`config.mk`:
```
export PLATFORM = sky130hd
export DESIGN_NAME = fifo_stream_reader
export DESIGN_NICKNAME = d
export VERILOG_FILES = /design/src/rtl/fifo_pkg.sv /design/src/rtl/stream_skid_buf.sv /design/src/rtl/fifo_stream_reader.sv
export SDC_FILE = /design/constraint.sdc
export NUM_CORES = 1
export LEC_CHECK = 0
export CORE_MARGIN = 2
export CORE_UTILIZATION = 41
export DETAILED_ROUTE_END_ITERATION = 8
export HOLD_SLACK_MARGIN = 0.15
export MAX_ROUTING_LAYER = met4
export RECOVER_POWER = 25
export SLEW_MARGIN = 20
export SYNTH_ARGS = -nofsm -noshare
export SYNTH_HDL_FRONTEND = slang
export SYNTH_SLANG_ARGS = --single-unit
```
`constraint.sdc`:
```
create_clock -name clk -period 2.1 [get_ports clk]
set_clock_uncertainty 0.1 [all_clocks]
set_input_delay 0.21 -clock clk [delete_from_list [all_inputs] [get_ports clk]]
set_output_delay 0.21 -clock clk [all_outputs]
set_load 0.05 [all_outputs]
```
`src/rtl/fifo_pkg.sv`:
```
// Shared types and defaults for the FIFO read-side stream adapters.
package fifo_pkg;

  localparam int unsigned FIFO_DATA_W = 8;

  // One stream beat as seen by a consumer: payload plus frame marker.
  typedef struct packed {
    logic [FIFO_DATA_W-1:0] data;
    logic                   last;
  } stream_beat_t;

endpackage

```
`src/rtl/stream_skid_buf.sv`:
```
// Two-entry output buffer: words pushed at the tail, presented from the head
// as a registered valid/data pair until the consumer pops them.
module stream_skid_buf
  import fifo_pkg::*;
#(
  parameter int unsigned WIDTH = FIFO_DATA_W
) (
  input  logic             clk,
  input  logic             rst,
  input  logic             in_push,
  input  logic [WIDTH-1:0] in_data,
  input  logic             out_ready,
  output logic             out_valid,
  output logic [WIDTH-1:0] out_data,
  output logic [1:0]       occ
);

  logic [WIDTH-1:0] mem_q [2];
  logic [WIDTH-1:0] mem_d [2];
  logic             head_q, head_d;
  logic             tail_q, tail_d;
  logic [1:0]       occ_q, occ_d;
  logic             valid_q, valid_d;
  logic [WIDTH-1:0] data_q, data_d;
  logic             pop;

  always_comb begin
    pop    = valid_q && out_ready;
    mem_d  = mem_q;
    if (in_push) begin
      mem_d[tail_q] = in_data;
    end
    head_d  = head_q ^ pop;
    tail_d  = tail_q ^ in_push;
    occ_d   = occ_q + {1'b0, in_push} - {1'b0, pop};
    // Outputs are registered from the post-update view so a word captured
    // into an empty buffer is visible on the very next cycle.
    valid_d = (occ_d != 2'd0);
    data_d  = mem_d[head_d];
  end

  genvar gi;
  generate
    for (gi = 0; gi < 2; gi++) begin : g_entry
      always_ff @(posedge clk or posedge rst) begin
        if (rst) begin
          mem_q[gi] <= '0;
        end else begin
          mem_q[gi] <= mem_d[gi];
        end
      end
    end
  endgenerate

  always_ff @(posedge clk or posedge rst) begin
    if (rst) begin
      head_q  <= 1'b0;
      tail_q  <= 1'b0;
      occ_q   <= 2'd0;
      valid_q <= 1'b0;
      data_q  <= '0;
    end else begin
      head_q  <= head_d;
      tail_q  <= tail_d;
      occ_q   <= occ_d;
      valid_q <= valid_d;
      data_q  <= data_d;
    end
  end

  assign out_valid = valid_q;
  assign out_data  = data_q;
  assign occ       = occ_q;

endmodule

```
`src/rtl/fifo_stream_reader.sv`:
```
// Pops a synchronous FIFO ahead of demand and re-presents its words as a
// full-rate valid/ready stream framed every BURST_LEN beats.
module fifo_stream_reader
  import fifo_pkg::*;
#(
  parameter  int unsigned DATA_WIDTH = FIFO_DATA_W,
  parameter  int unsigned BURST_LEN  = 4,
  localparam int unsigned CNT_W      = $clog2(BURST_LEN) + 1
) (
  input  logic                  clk,
  input  logic                  rst,
  input  logic                  fifo_empty,
  input  logic [DATA_WIDTH-1:0] fifo_rdata,
  output logic                  fifo_rd_en,
  output logic                  out_valid,
  input  logic                  out_ready,
  output logic [DATA_WIDTH-1:0] out_data,
  output logic                  out_last,
  output logic [CNT_W-1:0]      beat_cnt
);

  localparam logic [CNT_W-1:0] LAST_IDX = CNT_W'(BURST_LEN - 1);

  logic             pend_q, pend_d;
  logic [CNT_W-1:0] beat_cnt_q, beat_cnt_d;
  logic [1:0]       occ;
  logic [2:0]       inflight;
  logic             pop;

  stream_skid_buf #(
    .WIDTH(DATA_WIDTH)
  ) u_buf (
    .clk      (clk),
    .rst      (rst),
    .in_push  (pend_q),
    .in_data  (fifo_rdata),
    .out_ready(out_ready),
    .out_valid(out_valid),
    .out_data (out_data),
    .occ      (occ)
  );

  always_comb begin
    pop = out_valid && out_ready;
    // Count the word still in flight from the FIFO and credit a same-cycle
    // pop, so the buffer never overfills yet never starves the stream.
    inflight   = {1'b0, occ} + {2'b00, pend_q} - {2'b00, pop};
    fifo_rd_en = !fifo_empty && (inflight < 3'd2);
    pend_d     = fifo_rd_en;
    beat_cnt_d = beat_cnt_q;
    if (pop) begin
      beat_cnt_d = (beat_cnt_q == LAST_IDX) ? '0 : beat_cnt_q + CNT_W'(1);
    end
    out_last = out_valid && (beat_cnt_q == LAST_IDX);
  end

  always_ff @(posedge clk or posedge rst) begin
    if (rst) begin
      pend_q     <= 1'b0;
      beat_cnt_q <= '0;
    end else begin
      pend_q     <= pend_d;
      beat_cnt_q <= beat_cnt_d;
    end
  end

  assign beat_cnt = beat_cnt_q;

endmodule
```
Yosys cells after proc, flatten, opt, wreduce, memory -nomap -nowiden. Cells that the tools add are included.

Flip-flop bits (word level): 33. Output and inout port bits: 14. Word-level logic and storage cells: 37.

Add/sub/neg operators: 5. Order comparisons: 4. Eq/ne operators: 1. Multiplexer cells: 8. Bitwise logic cells: 4. Reductions and logical operators: 6.

Operators by type and width (count): 8-bit 2-to-1 mux (4); 16-bit bitwise mux (1); 16-bit 2-to-1 mux (1); 8-bit demux with 1-bit select (1); 2-bit >= comparator (second input constant) (2); 1-bit logical AND (4); 1-bit inverter with 2-bit output (2); 2-bit by 1-bit adder with 3-bit output (1); 3-bit by 1-bit adder with 3-bit output (second input constant) (1); 3-bit by 2-bit equality test with 1-bit output (second input constant) (1); 3-bit by 2-bit < comparator with 1-bit output (second input constant) (1); 3-bit 2-to-1 mux (1); 3-bit by 1-bit subtractor with 3-bit output (1); 2-bit by 1-bit adder with 2-bit output (1); 2-bit by 1-bit < comparator with 1-bit output (second input constant) (1); 2-bit nonzero test (1); 2-bit by 1-bit subtractor with 2-bit output (1); 1-bit bitwise XOR (2); 1-bit zero test (1).

Depth between registers and ports, before layout. Gate-level depths: netlist (run 1).

Depth after elaboration: 10. Mapped depth: 7. Depth with buffers taken out: 7.

By module. Synthesis (run 1) repeated with hierarchy kept, for this count alone.

Cells, all modules: 100. Area, all modules: 1448.9 um^2.

By module, submodules not included: stream_skid_buf (instances 1, cells each 77, area each 1212.4 um^2, seq. area each 725.7 um^2); fifo_stream_reader (instances 1, cells each 23, area each 236.5 um^2, seq. area each 100.1 um^2).

Worst setup path before layout (run 1). OpenSTA, ideal clock, no wires.

Path type: register to register. Start point: register u_buf.valid_q (netlist: u_buf.out_valid). End point: register pend_q. Setup time: 0.244 ns. Arrival: 2.933 ns. Slack: -1.177 ns. Stages on the path, launching flop included: 7. Buffers on the path: 0. Period minus slack after synthesis: 3.277 ns. Cell sequence: dfrtp_1 -> nand2_4 -> or2_2 -> nand2_1 -> ha_1 -> fa_1 -> nor3_1.

Cells in the longest elaborated chain, start to end: 4.

RTL lines: start: declaration (line stream_skid_buf.sv:23) `logic valid_q, valid_d;`; start signal: assignment (line stream_skid_buf.sv:66) `valid_q <= valid_d;`; 1-bit logical AND (line fifo_stream_reader.sv:44) `pop = out_valid && out_ready;`; 3-bit by 1-bit subtractor with 3-bit output (line fifo_stream_reader.sv:47) `inflight = {1'b0, occ} + {2'b00, pend_q} - {2'b00, pop};`; via inflight[1] (line fifo_stream_reader.sv:27) `logic [2:0] inflight;`; 3-bit by 2-bit < comparator with 1-bit output (line fifo_stream_reader.sv:48) `fifo_rd_en = !fifo_empty && (inflight < 3'd2);`; 1-bit logical AND (line fifo_stream_reader.sv:48); via fifo_rd_en (line fifo_stream_reader.sv:14) `output logic fifo_rd_en,`; end signal: assignment (line fifo_stream_reader.sv:62) `pend_q <= pend_d;`; end: declaration (line fifo_stream_reader.sv:24) `logic pend_q, pend_d;`.

The timed path passes the listed nets, and every way through them passes these cells. A chain may end at the register's enable or synchronous reset.

Final worst setup path (run 1).
Start point: register u_buf.valid_q (netlist: u_buf.out_valid). End point: output fifo_rd_en.

Cells in the longest elaborated chain, start to end: 4.

RTL lines (line): 1-bit logical AND (fifo_stream_reader.sv:44); 3-bit by 1-bit subtractor with 3-bit output (fifo_stream_reader.sv:47); via inflight[1] (fifo_stream_reader.sv:27); 3-bit by 2-bit < comparator with 1-bit output (fifo_stream_reader.sv:48); 1-bit logical AND (fifo_stream_reader.sv:48); end: declaration (fifo_stream_reader.sv:14).

The timed path passes the listed nets, and every way through them passes these cells.

==> summary.txt, run 1 <==
Status
  – Status: complete, but fails checks
  – Violated checks: negative setup slack

Synth
  – Mapped Area: roughly 1500 µm²
  – Number of synthesis warnings: 0
  – FF+latch count, synth: 33
  – Netlist cell types: 29
  – Avg Cell Area, Syn: ~11 µm²
  – Synthesized Nets: 154
  – Post-Syn Instances: between 100 and 150
  – Seq/Total Area, Yosys: about 54%

Placement
  – Post-DP HPWL: roughly 2200 µm
  – IO buf count: 25
  – Cells after DPL: between 200 and 250
  – GP Congestion: around 0.76

Routing
  – DRC: 0
  – Number of DRC markers in iteration 0: 43
  – Vias per cell: approximately 5.3
  – Drt pass-1 iters: 4
  – Wire per inst: ~15 µm
  – Final WL: between 3000 and 4000 µm
  – Vias: roughly 1,200
  – Antenna Nets Post-Route: 0

Floorplan
  – Core area: between 3000 and 4000 µm²
  – Die extent in x: roughly 65 µm
  – Die Area: roughly 4200 µm²
  – I/O Pins: 26
  – Rows: 22
  – Chip height: between 60 and 70 µm
  – Initial Utilization: a little over two fifths

Finish
  – Post-layout util: about 56%
  – Layout cell share with drive strength beyond 1: a little under a quarter
  – Most frequent cells in the layout: nand2_1, dfrtp_1, clkdlybuf4s50_1
  – Area Overhead vs Synth: 33.1%
  – Finished Layout Cells: 228
  – Most common cell after layout, fill and taps aside: nand2_1
  – Nets@finish: between 150 and 200
  – Antenna diodes: 0

Power
  – Leak: 0.884 nW
  – Sequential power share: a little under a third
  – Power Dens Cells: 1850 nW/µm²
  – NetSw: 1.58 mW
  – Worst VDD drop: approximately 0.8 mV
  – Sw Share: between 40% and 50%
  – Combinational share of power: roughly 53%
  – Clock power share: around 16%
  – Cell internal pwr: around 2.2 mW
  – Design Power: 3.76 mW

CTS
  – CTS H-Tree Depth: 2
  – TritonCTS Buffers: 5
  – Clk sink count: 33
  – CTS tree: done
  – Clock-pin slew of the registers on the worst-case setup and hold paths: ~60 ps
  – Clk Tree Root Cell: clkbuf_8
  – Later-pin clock latency in the skew report: ~290 ps
  – CTS Buffer Depth: 2

Critical path
  – Reg2Reg Launch Point: u_buf.out_valid
  – Worst r2r dst: u_buf.out_valid
  – CP Class: reg2out
  – R2R Setup Slk: roughly 240 ps
  – CP arrival: ~2000 ps
  – Critical Path RT: 1790 ps
  – R2R depth: 6
  – Crit-path max FO: 4
  – Worst Setup End Kind: output pin
  – CP Launch Type: flip-flop

Global route
  – M1 GR Usage: a little over a fifth
  – Global route overflow: 0
  – Most Crowded Layer GR: met2
  – GR Util met2: between 30 and 40%
  – Vias in the first global route: approximately 1,300
  – First-pass GRT wire length: between 5000 and 6000 µm
  – Largest net degree at the start of global routing: 22
  – Gr usage total: 18.9%
  – Antenna violations before repair: 0
  – Grt met3 use: between 5 and 6%

Timing
  – Worst hold slack: 254 ps
  – Slew @ Worst Pin: 645 ps
  – RSZ-0062 raised after global routing: yes
  – FMAX: approximately 430 MHz
  – Final hold violation count: 0
  – Min setup slack post-route: -227 ps
  – Slew headroom: a little under three fifths
  – # setup viols final: 1
  – Post-layout min period: 2330 ps
  – Pins Over Slew Limit: 0
  – Period utilization: 111%

Worst hold path
  – Hold-critical path depth: 2
  – Hold Path Class: in2reg
  – Worst Hold Launch: out_ready
  – Hold endpoint: beat_cnt[2]

Flow run
  – MaxCap Viol Count: 0
## per-layer routing
metal  part of all wire (%)  wire length (µm)  vias up
met5                      0                 0        -
met4                    2.0                68        0
met3                    4.1               139       11
met2                     50              1690       36
met1                     44              1460      605
li1                       -                 -      566
## repair_timing
item,in CTS,in global routing
resized for setup,5,0
hold endpoints to repair,10,0
cloned,0,0
pin swaps,2,1
hold buffers,1,0
endpoints found under the setup margin,1,1
setup buffers,2,0
## registers in the layout, summed over array words and instances, names as in the netlist
register / flops
u_buf.tail_q: 1
beat_cnt: 3
u_buf.mem_q: 16
u_buf.out_valid: 1
u_buf.out_data: 8
pend_q: 1
u_buf.head_q: 1
u_buf.occ: 2
## cell usage after synthesis
master    count  area [µm²]
or2_2         2        12.5
xor2_1        1        8.76
buf_6         2        22.5
and2_0        1        6.26
xnor2_1       2        17.5
inv_1         4        15.0
fa_1          1        20.0
nand2b_1      2        12.5
nor2_1        2        7.51
nand2_1      34         128
clkbuf_1      1        3.75
a21oi_1       1        5.00
nor3_1        1        5.00
buf_2         3        15.0
a22o_2        1        10.0
dfrtp_1      33         826
xor2_4        1        27.5
inv_4         1        6.26
buf_4         1        7.51
a32oi_1       7        61.3
and3_2        1        7.51
o21ai_0       2        10.0
mux2_2        9         101
a31oi_1       8        50.1
o22ai_1       7        43.8
nand3b_1      7        52.6
nand2_4       1        11.3
ha_1          2        25.0
a311o_1       1        10.0
## worst max-delay path by stage
stage | from | endpoint | slack (ps) | cells past startpoint
4_1_cts | u_buf.out_valid | fifo_rd_en | -260 | 7
3_3_place_gp | out_ready | fifo_rd_en | -340 | 8
6_report | u_buf.out_valid | fifo_rd_en | -230 | 7
2_1_floorplan | u_buf.out_valid | fifo_rd_en | -300 | 6
3_5_place_dp | out_ready | fifo_rd_en | -390 | 8
5_1_grt | u_buf.out_valid | fifo_rd_en | -290 | 7
## cell type report
cell class	instances	area, µm²
fillers	337	1600
flip-flops and latches	33	827
multi-input cells	94	646
repair buffers	40	364
clock buffers	7	86.3
well taps	48	60.1
clock inverters	1	30.0
inverters	5	21.3
## logic make-up after synthesis
kind of cell | Yosys count | share of synthesized area, %
simple gates | 51 | 15.9
buf+inv | 12 | 4.58
mux | 9 | 6.63
fa+ha+maj | 3 | 2.95
xor+xnor | 4 | 3.52
flops | 33 | 54.0
compound gates | 27 | 12.4
## worst max-delay path, cell delays in order (launching register included)
cell	delay (ps)
dfrtp_2	380
nand2_4	60
or2_4	240
nand2_2	70
ha_4	120
fa_2	460
nor3_4	240
buf_12	170
## power by group through the flow
stage / clock, mW / sequential, mW / combinational, mW
2_1_floorplan: 0 / 1.52 / 1.03
3_3_place_gp: 0 / 1.15 / 1.92
3_5_place_dp: 0 / 1.16 / 1.97
4_1_cts: 0.635 / 1.15 / 2.04
5_1_grt: 0.664 / 1.18 / 2.15
6_report: 0.615 / 1.14 / 2.00
## stage by stage
stage               cell area (µm²)  setup TNS (ps)  setup WS (ps)
global route                   2030            -290           -290
detailed placement             1900            -717           -389
global placement               1900            -569           -339
floorplan                      1540            -600           -302
CTS                            2060            -258           -258
finish                         2030            -227           -227
Power figures use the tool's default switching activity.
==> run 2, diff against run 1 <==
TNS_END_PERCENT = 1   (was default)
==> results of run 2 <==
The final DEF is identical to that of run 1; final timing and power are the same.
==> run 3, diff against run 2 <==
SLEW_MARGIN = 15   (was 20)
clock period = 2.36 ns   (was 2.1 ns; I/O delays follow)
==> run 3 against run 2 <==
Compared with the run above: the run now ends clean; sequential share of layout area increased by 0.63 points; register-to-register slack gained 260 ps; count of clock-buffer cells in the layout grew 1; design area fell by 1.5%; power is 15% lower; final cell count down 1.3%; sequential power decreased by 8%; setup slack better by 240 ps; non-clock buffer count decreased by 3.
==> summary.txt, run 3 (synthesis gave the netlist of run 1 again) <==
Status
  – Status: finished, final reports clean

Global route
  – Gr usage total: between 15 and 20%
  – First-pass GRT wire length: roughly 5500 µm
  – Vias in the first global route: roughly 1,200
  – Largest net degree at the start of global routing: 22
  – Antenna violations before repair: 0
  – Global route overflow: 0

Critical path
  – CP arrival: 2010 ps
  – CP max-delay cell: fa_2
  – Critical Path RT: between 2000 and 2500 ps
  – CP cell instances: nand2_4 -> or2_4 -> nand2_4 -> ha_4 -> fa_2 -> nor3_4 -> buf_12
  – Crit-path max FO: 4
  – CP Class: reg2out
  – Most common cell on crit path: nand2_4
  – CP Launch Type: flip-flop
  – Worst Setup End Kind: output pin
  – Largest stage delay, worst path: 460 ps

Placement
  – GP Congestion: between 0.7 and 0.8
  – Cells after DPL: between 200 and 250
  – Post-DP HPWL: between 2000 and 2500 µm
  – IO buf count: 25

Worst hold path
  – Hold Path Class: in2reg

Finish
  – Nets@finish: about 190
  – Antenna diodes: 0
  – Max reg flops: 16
  – Post-layout util: ~55%
  – Most frequent cells in the layout: nand2_1, dfrtp_1, clkdlybuf4s50_1
  – Largest Register: u_buf.mem_q
  – Most common cell after layout, fill and taps aside: nand2_1
  – Layout cell share with drive strength beyond 1: a little over a fifth
  – Finished Layout Cells: 225
  – Area Overhead vs Synth: 31.0%

CTS
  – CTS H-Tree Depth: 2
  – TritonCTS Buffers: 5
  – CTS Buffer Depth: 2
  – Clock-pin slew of the registers on the worst-case setup and hold paths: 60 ps
  – CTS Hold Bufs: 0
  – Later-pin clock latency in the skew report: around 280 ps
  – Clk sink count: 33
  – CTS tree: done
  – Clk Tree Root Cell: clkbuf_8

Power
  – Worst VDD drop: approximately 0.82 mV
  – Leak: about 0.86 nW
  – Power Dens Cells: about 1600 nW/µm²

Timing
  – FMAX: ~430 MHz
  – Slew headroom: a little over three fifths
  – # setup viols final: 0
  – Slew @ Worst Pin: roughly 550 ps
  – RSZ-0062 raised after global routing: yes
  – Period utilization: between 90% and 100%
  – Pins Over Slew Limit: 0
  – Final hold violation count: 0
  – Post-layout min period: between 2000 and 2500 ps

Flow run
  – MaxCap Viol Count: 0

Routing
  – DRC: 0
  – Antenna Nets Post-Route: 0
  – Vias per cell: approximately 5.3
  – Vias: 1,187
  – Wire per inst: ~14 µm
  – Final WL: roughly 3200 µm
  – Drt pass-1 iters: 4
  – Number of DRC markers in iteration 0: 50

Floorplan
  – Die Area: roughly 4200 µm²
  – I/O Pins: 26
  – Core area: ~3600 µm²
  – Die extent in x: approximately 65 µm
  – Initial Utilization: a little over two fifths
  – Chip height: roughly 65 µm
  – Rows: 22
==> run 3: changes by cell type in the layout (fill, tap and decap cells not counted) <==
cell	previous run	this run
buf_4	13	11
bufinv_16	1	0
clkbuf_1	3	4
clkbuf_8	6	5
clkdlybuf4s50_1	21	22
dlygate4sd3_1	2	1
nand2_2	1	0
nand2_4	1	2
xor2_1	2	1
xor2_4	0	1
==> run 3: metrics by stage <==
stage	area [µm²]	setup TNS (ps)	hold slack, ps	setup slack, ps	power [mW]
floorplan	1540	-76.1	235	-67.6	2.27
global placement	1890	-131	358	-131	2.69
detailed placement	1890	-184	366	-184	2.76
CTS	2010	-20.6	175	-20.6	3.22
global route	2000	-57.6	249	-57.6	3.40
finish	2000	0	244	11.6	3.20
==> run 3: final cells by class <==
| cell class | instances | area (µm²) |
|---|---|---|
| Clock buffer | 8 | 80.1 |
| Sequential cell | 33 | 827 |
| Fill cell | 322 | 1630 |
| Inverter | 5 | 21.3 |
| Tap cell | 48 | 60.1 |
| Multi-Input combinational cell | 94 | 669 |
| Timing Repair Buffer | 37 | 345 |
==> run 3: repair_timing <==
item	in CTS	in global routing
pin swaps	2	1
buffers inserted	2	0
setup endpoints to repair	1	1
gates resized for setup	6	0
==> run 3: routing by layer <==
metal / share of wire, % / GRT usage (%)
met1: 46 / 22.3
met2: 49 / 27.8
met3: 3.9 / 4.86
met4: 1.8 / 7.81
met5: 0 / -
==> run 3: power breakdown <==
| part | total [mW] | internal (mW) | switching [mW] |
|---|---|---|---|
| combinational | 1.75 | 0.739 | 1.01 |
| sequential | 1.05 | 0.858 | 0.190 |
| clock | 0.408 | 0.209 | 0.198 |
==> run 3: critical path: cells and delay by family, from the launching register on <==
family / cells / cell delay (ps)
AND/OR/NAND/NOR: 4 / 600
adder cells (fa/ha/maj): 2 / 580
buffers and inverters: 1 / 170
flip-flops: 1 / 380
==> run 3: final timing paths <==
| kind | from | endpoint | slack (ps) | cells past startpoint |
|---|---|---|---|---|
| setup / recovery | u_buf.out_valid | fifo_rd_en | 10 | 7 |
| min in group asynchronous | rst | u_buf.mem_q[8] | 290 | 2 |
| max in group asynchronous | rst | u_buf.out_valid | 1010 | 3 |
| setup reg to reg | u_buf.out_valid | pend_q | 500 | 7 |
| hold / removal | out_ready | beat_cnt[2] | 240 | 2 |
| hold reg to reg | u_buf.mem_q[1] | u_buf.mem_q[1] | 380 | 2 |
